**src/rtl/load_sequencer_pkg.sv**
```systemverilog
// Shared processor-unit types: load modes, sequencer states and size helpers.
package Pu_types;

    typedef logic [31:0] Word;

    typedef enum logic [1:0] {
        Load_byte     = 2'd0,
        Load_halfword = 2'd1,
        Load_word     = 2'd2
    } Load_mode;

    typedef enum logic [1:0] {
        IDLE   = 2'd0,
        FIRST  = 2'd1,
        SECOND = 2'd2,
        DONE   = 2'd3
    } Load_seq_state;

    function automatic logic [2:0] load_size(input Load_mode mode);
        case (mode)
            Load_byte:     load_size = 3'd1;
            Load_halfword: load_size = 3'd2;
            default:       load_size = 3'd4;
        endcase
    endfunction

    // True when the access touches bytes of the following word as well.
    function automatic logic load_split(input Load_mode mode, input logic [1:0] offset);
        case (mode)
            Load_word:     load_split = (offset != 2'd0);
            Load_halfword: load_split = (offset == 2'd3);
            default:       load_split = 1'b0;
        endcase
    endfunction

endpackage

```
**src/rtl/load_sequencer_extract.sv**
```systemverilog
// Combinational byte extraction from a big-endian word pair; aligns to bit 0
// and zero- or sign-extends sub-word results.
module load_extract
    import Pu_types::*;
(
    input  logic [63:0] words,
    input  logic [1:0]  offset,
    input  Load_mode    mode,
    input  logic        is_signed,
    output Word         data
);

    logic [63:0] shifted;
    Word         top;
    logic        ext;

    always_comb begin
        // Bring the first requested byte to bits 63:56, then pick N bytes.
        shifted = words << {offset, 3'b000};
        top     = shifted[63:32];
        ext     = is_signed & top[31];
        case (mode)
            Load_byte:     data = {{24{ext}}, top[31:24]};
            Load_halfword: data = {{16{ext}}, top[31:16]};
            default:       data = top;
        endcase
    end

endmodule

```
**src/rtl/load_sequencer.sv**
```systemverilog
// Load sequencer: one load at a time, one or two word reads, registered result.
// Result latency 2 cycles (3 if split) plus memory waits; holds result until res_ready.
module load_sequencer
    import Pu_types::*;
(
    input  logic        clk,
    input  logic        reset,
    input  logic        req_valid,
    output logic        req_ready,
    input  logic [31:0] req_addr,
    input  Load_mode    req_mode,
    input  logic        req_signed,
    output logic        mem_en,
    output logic [29:0] mem_addr,
    input  logic        mem_ack,
    input  logic [31:0] mem_rdata,
    output logic        res_valid,
    output logic [31:0] res_data,
    input  logic        res_ready
);

    Load_seq_state state_q, state_d;
    logic [31:0]   addr_q, addr_d;
    Load_mode      mode_q, mode_d;
    logic          signed_q, signed_d;
    logic          split_q, split_d;
    Word           w0_q, w0_d;
    Word           w1_q, w1_d;
    Word           res_q, res_d;
    Word           extracted;
    logic          load_res;

    load_extract u_extract (
        .words     ({w0_d, w1_d}),
        .offset    (addr_q[1:0]),
        .mode      (mode_q),
        .is_signed (signed_q),
        .data      (extracted)
    );

    always_comb begin
        state_d   = state_q;
        addr_d    = addr_q;
        mode_d    = mode_q;
        signed_d  = signed_q;
        split_d   = split_q;
        w0_d      = w0_q;
        w1_d      = w1_q;
        load_res  = 1'b0;
        req_ready = 1'b0;
        mem_en    = 1'b0;
        mem_addr  = 30'd0;
        res_valid = 1'b0;
        case (state_q)
            IDLE: begin
                req_ready = 1'b1;
                if (req_valid) begin
                    addr_d   = req_addr;
                    mode_d   = req_mode;
                    signed_d = req_signed;
                    split_d  = load_split(req_mode, req_addr[1:0]);
                    state_d  = FIRST;
                end
            end
            FIRST: begin
                mem_en   = 1'b1;
                mem_addr = addr_q[31:2];
                if (mem_ack) begin
                    w0_d     = mem_rdata;
                    load_res = !split_q;
                    state_d  = split_q ? SECOND : DONE;
                end
            end
            SECOND: begin
                mem_en   = 1'b1;
                mem_addr = addr_q[31:2] + 30'd1;
                if (mem_ack) begin
                    w1_d     = mem_rdata;
                    load_res = 1'b1;
                    state_d  = DONE;
                end
            end
            DONE: begin
                res_valid = 1'b1;
                if (res_ready) begin
                    state_d = IDLE;
                end
            end
            default: state_d = IDLE;
        endcase
        // Result is formed from the just-captured words so it is ready on entry to DONE.
        res_d = load_res ? extracted : res_q;
    end

    assign res_data = res_q;

    always_ff @(posedge clk or negedge reset) begin
        if (!reset) begin
            state_q  <= IDLE;
            addr_q   <= 32'd0;
            mode_q   <= Load_byte;
            signed_q <= 1'b0;
            split_q  <= 1'b0;
            w0_q     <= '0;
            w1_q     <= '0;
            res_q    <= '0;
        end else begin
            state_q  <= state_d;
            addr_q   <= addr_d;
            mode_q   <= mode_d;
            signed_q <= signed_d;
            split_q  <= split_d;
            w0_q     <= w0_d;
            w1_q     <= w1_d;
            res_q    <= res_d;
        end
    end

endmodule

```
**config.mk**
```make
export PLATFORM = sky130hd
export DESIGN_NAME = load_sequencer
export DESIGN_NICKNAME = d
export VERILOG_FILES = /design/src/rtl/load_sequencer_pkg.sv /design/src/rtl/load_sequencer_extract.sv /design/src/rtl/load_sequencer.sv
export SDC_FILE = /design/constraint.sdc
export NUM_CORES = 1
export LEC_CHECK = 0
export CORE_MARGIN = 2
export CORE_UTILIZATION = 45
export CTS_CLUSTER_DIAMETER = 30
export DETAILED_ROUTE_END_ITERATION = 8
export PLACE_DENSITY = 0.77
export SYNTH_ARGS = -nofsm -noshare
export SYNTH_HDL_FRONTEND = slang
export SYNTH_SLANG_ARGS = --single-unit
```
**constraint.sdc**
```tcl
create_clock -name clk -period 2.2 [get_ports clk]
set_input_delay 0.33 -clock clk [delete_from_list [all_inputs] [get_ports clk]]
set_output_delay 0.33 -clock clk [all_outputs]
set_load 0.02 [all_outputs]
```
* Yosys cells after proc, flatten, opt, wreduce, memory -nomap -nowiden
Cells that the tools add are included.
Cells by class: divide/modulo/power cells 0, magnitude comparators 0, shift-type cells 1, bitwise gates (word level) 1, eq/ne operators 11, muxes and demuxes 19, reductions and logical operators 7, multiply operators 0, add/sub/neg operators 1
Operators with widths (count):
- two-way mux 32 bit | 4
- case mux 32 bit (2 select lines) | 1
- left shift 64 x 5 -> 64 bit | 1
- case mux 30 bit (2 select lines) | 1
- adder 30 x 1 -> 30 bit, second input constant | 1
- equality test 2 bit, second input constant | 4
- two-way mux 2 bit | 4
- != test 2 bit, second input constant | 4
- case mux 2 bit (4 select lines) | 1
- equality test 2 x 1 -> 1 bit, second input constant | 3
- two-way mux 1 bit | 6
- logical NOT 2 bit | 2
- case mux 1 bit (2 select lines) | 2
- AND reduction 4 bit | 1
- AND reduction 2 bit | 1
- nonzero test 2 bit | 1
- OR reduction 2 bit | 1
- AND 1 bit | 1
- logical NOT 1 bit | 1
Storage, ports and cells: ROM bits 0, bits in registers 134, RAM bits 0, latch bits 0, memories 0, word-level logic and storage cells 48, output and inout bits 65

* Longest topological paths before layout
depth in word-level cells 5, depth in mapped cells 10

* By module
A second synthesis with hierarchy kept.
Unflattened totals: cells, all modules 650, area, all modules 7693.6 µm²
Modules (own cells, without submodules):
- load_sequencer | area each 6125.9 µm², cells each 478, times used 1
- load_extract | area each 1567.8 µm², cells each 172, times used 1

* Least setup slack after synthesis
OpenSTA, ideal clock, no wires.
kind reg2out, start point register state_q[0], end point output port mem_addr[20], cell stages (with the launch flop) 8, path slack -0.298 ns, arrival time 2.168 ns, cells stage by stage dfrtp_1 > inv_1 > ha_1 > and2_1 > clkbuf_1 > clkbuf_1 > nand3_1 > o21ai_0
Between the ends: word-level cells in the longest chain between the ends 2
RTL lines:
- start: declaration | RTL line load_sequencer.sv:22 | Load_seq_state state_q, state_d;
- start signal: assignment | RTL line load_sequencer.sv:108 | state_q <= state_d;
- equality test 2 bit or equality test 2 x 1 -> 1 bit (tied branches) | RTL line load_sequencer.sv:54 | case (state_q)
- case mux 30 bit (2 select lines) (*) | RTL line load_sequencer.sv:54
- end: declaration | RTL line load_sequencer.sv:14 | output logic [29:0] mem_addr,
Mark *: on every way between the ends. The rest lies on a longest branch, timed or not.

* Worst setup path after layout
start point register addr_q[3], end point output port mem_addr[28]
Between the ends: word-level cells in the longest chain between the ends 2
RTL lines:
- start: declaration | RTL line load_sequencer.sv:23 | logic [31:0] addr_q, addr_d;
- start signal: assignment | RTL line load_sequencer.sv:109 | addr_q <= addr_d;
- adder 30 x 1 -> 30 bit | RTL line load_sequencer.sv:76 | mem_addr = addr_q[31:2] + 30'd1;
- case mux 30 bit (2 select lines) | RTL line load_sequencer.sv:54
No other way between the ends.

==> flow_summary.toml <==
[yosys]
async_reset_ff_frac = 1.00
synth.area.top_cells = "dfrtp_1, mux2_2, mux4_2"
synth-edff-count = 0
netlist_area_um2 = 7340
synthCells = 731
synth_fp_nets = 810
yosysTopAreaCellShare = 0.430
avgSynthCellArea_um2 = 10.0
yosysWarningCount = 0
ys_seq_area_frac = 0.430
ys_ff_latch = 126
synth_top_area_cell = "dfrtp_1"
yosysUniqueCellTypes = 61
ys.flop_type = "dfrtp_1"

[timing]
finalSetupTns_ns = -11.16
setup_slack_ns = -0.397
maxSlewHeadroom = 0.246
setup-violations-final = 57
whs_ns = 0.393
period_share = 1.18
fin_crit_ns = 2.60
fin_worst_skew_ns = 0.0142
report.final.slew_viol_count = 0
rsz0062_at_grt = "true"
finalHoldViolCount = 0
worst_pin_slew_ns = 1.13
timing.fmax_mhz = 385

[critical_path]
crit_path_top_delay_cell = "dfrtp_1"
crit_path_frequent_cell = "buf_4"
slowest_delay_ns = 0.36
worstSetupPathType = "reg2out"
end_kind = "output port"
start_kind = "flip-flop"
path_cells = "ha_2 -> nand3_2 -> buf_4 -> nor3b_4 -> and3_4 -> nand3_1 -> o21ai_1 -> buf_4"
worstPathArrival_ns = 2.27
worstPathMaxFanout = 5
cp.required_ns = 1.87

[power_and_ir_drop]
power.leakage_nw = 4.96
powerDensity_nw_per_um2 = 1740
ir_worst_vdd_uv = 957

[clocking]
cts_sinks = 126
numCtsBuffers = 17
cts_root_buf = "clkbuf_16"
cts_tree = "built"
htree_num_levels = 4
cts_buffer_depth = 2
insertion_delay_ns = 0.44
clk_pin_slew_ns = 0.06

[route]
dr.pass1.iters = 8
drt-total-wl_um = 28600
wl_per_cell_um = 23.5
drt_iter0_drc = 832
vias_per_cell = 6.42
final_antenna_net_count = 0
vias = 7819
drc = 0

[global_route]
grt_pass1_wl_um = 41000
grt_max_degree = 56
overflow = 0
first_global_vias = 7729
antenna_found_initial = 0
grt_use_total = 0.301

[final_layout]
drive_gt1_frac = 0.403
fillers = 1042
nNetsFinal = 1068
antenna_cells = 0
syn_to_final_growth_pct = 55.2
final_area_um2 = 11400
finalCoreUtilization = 0.717

[die]
die_area_um2 = 17300
core-area_um2 = 15900
die_h_um = 132
ios = 137
die_x_um = 132
rows = 46
initial_core_util = 0.462

[place]
gp_congestion = 0.912
portBuffers = 136
hpwl_um = 16400
placed_area_um2 = 9750

[min_path]
hp-class = "in2async"

[run]
cap_violations = 0

[outcome]
status = "complete, but fails checks"
violations = "negative setup slack"
area by class of cell:
type	instances	area, um2	share of cell area
Clock buffer	24	472	0.0414
Clock inverter	7	40.0	0.00351
Inverter	26	97.6	0.00857
Multi-Input combinational cell	531	4620	0.405
Sequential cell	126	3150	0.277
Tap cell	216	270	0.0237
Timing Repair Buffer	287	2740	0.241
power breakdown:
| part | internal (mW) | total [mW] | switching [mW] |
|---|---|---|---|
| Combinational | 6.08 | 12.9 | 6.81 |
| Clock | 1.48 | 2.53 | 1.05 |
| Sequential | 3.51 | 4.37 | 0.856 |
synth_stat cells (8+ instances only):
| library cell | n |
|---|---|
| and2_1 | 22 |
| inv_1 | 25 |
| dfrtp_1 | 126 |
| nand3_1 | 18 |
| a41oi_1 | 11 |
| nor3_1 | 30 |
| a22oi_1 | 17 |
| a21boi_0 | 8 |
| o22a_1 | 16 |
| nor2b_1 | 10 |
| nor2_1 | 23 |
| mux4_2 | 17 |
| o21ai_0 | 30 |
| a21oi_1 | 12 |
| mux2i_1 | 15 |
| a21o_1 | 8 |
| mux2_2 | 62 |
| nand2_1 | 98 |
| o22ai_1 | 17 |
| clkbuf_1 | 31 |
| o31ai_1 | 11 |
logic make-up after synthesis:
group           count (synthesis)  share of synthesized area
compound gates                188                      0.185
xor+xnor                        7                    0.00835
fa+ha+maj                       7                     0.0119
buf+inv                        76                     0.0443
flops                         126                      0.430
mux                            95                      0.170
simple gates                  232                      0.151
metal layers:
layer  GRT usage  vias to the layer above  part of all wire
met5           0                        -                 0
met1       0.365                     3789              0.36
met2       0.496                      616              0.47
li1            -                     3242                 -
met4       0.156                        0             0.062
met3      0.0779                      172              0.11
sequential cells by signal, indices dropped and copies added (netlist names):
signal,flops
addr_q,32
mode_q,2
res_data,32
signed_q,1
split_q,1
state_q,2
w0_q,32
w1_q,24
worst max-delay path: cells and delay by family, from the launching register on:
family | cells | cell delay [ns]
simple gates | 4 | 0.67
buf+inv | 2 | 0.37
flops | 1 | 0.36
compound gates | 1 | 0.22
fa+ha+maj | 1 | 0.19
metrics by stage:
| stage | power (mW) | worst slack [ns] | cells |
|---|---|---|---|
| 3_5_place_dp | 14.5 | -0.411 | 1146 |
| 5_1_grt | 20.6 | -0.469 | 1217 |
| 4_1_cts | 18.3 | -0.346 | 1210 |
| 3_3_place_gp | 14.3 | -0.360 | 1146 |
| 6_report | 19.8 | -0.397 | 1217 |
| 2_1_floorplan | 10.2 | -0.0695 | 731 |
path summary, 6_finish.rpt:
kind,from,endpoint,slack [ns],depth (start not counted)
max,addr_q[3],mem_addr[28],-0.40,8
min in group clk,w0_q[18],w0_q[18],0.48,2
min reg2reg,w0_q[18],w0_q[18],0.48,2
max in group asynchronous,reset,w1_q[28],1.15,3
min,reset,w1_q[17],0.39,2
max reg2reg,state_q[1],res_data[13],-0.27,9
cell usage in the layout (no fill, tap or decap), types with 8 or more instances in the layout:
cell	n
o21ai_1	21
o22ai_1	14
nor3_2	8
nand2_1	96
inv_1	23
mux4_2	17
nor3_1	15
buf_12	10
nor3_4	8
buf_6	33
a22oi_1	12
mux2_2	57
clkbuf_16	18
nor2_1	22
a21o_1	8
mux2i_1	10
dfrtp_1	125
nand3_1	12
clkdlybuf4s50_1	103
and2_4	11
nor2b_1	10
buf_4	127
and2_1	13
o22a_1	16
repair_timing:
action	CTS	global route
setup buffers	27	9
gates cloned	6	1
pin swaps	49	32
endpoints found under the hold margin	29	0
hold buffers	1	0
setup endpoints to repair	62	63
resized for setup	265	81
No activity file was read; power rests on OpenSTA's default activity.
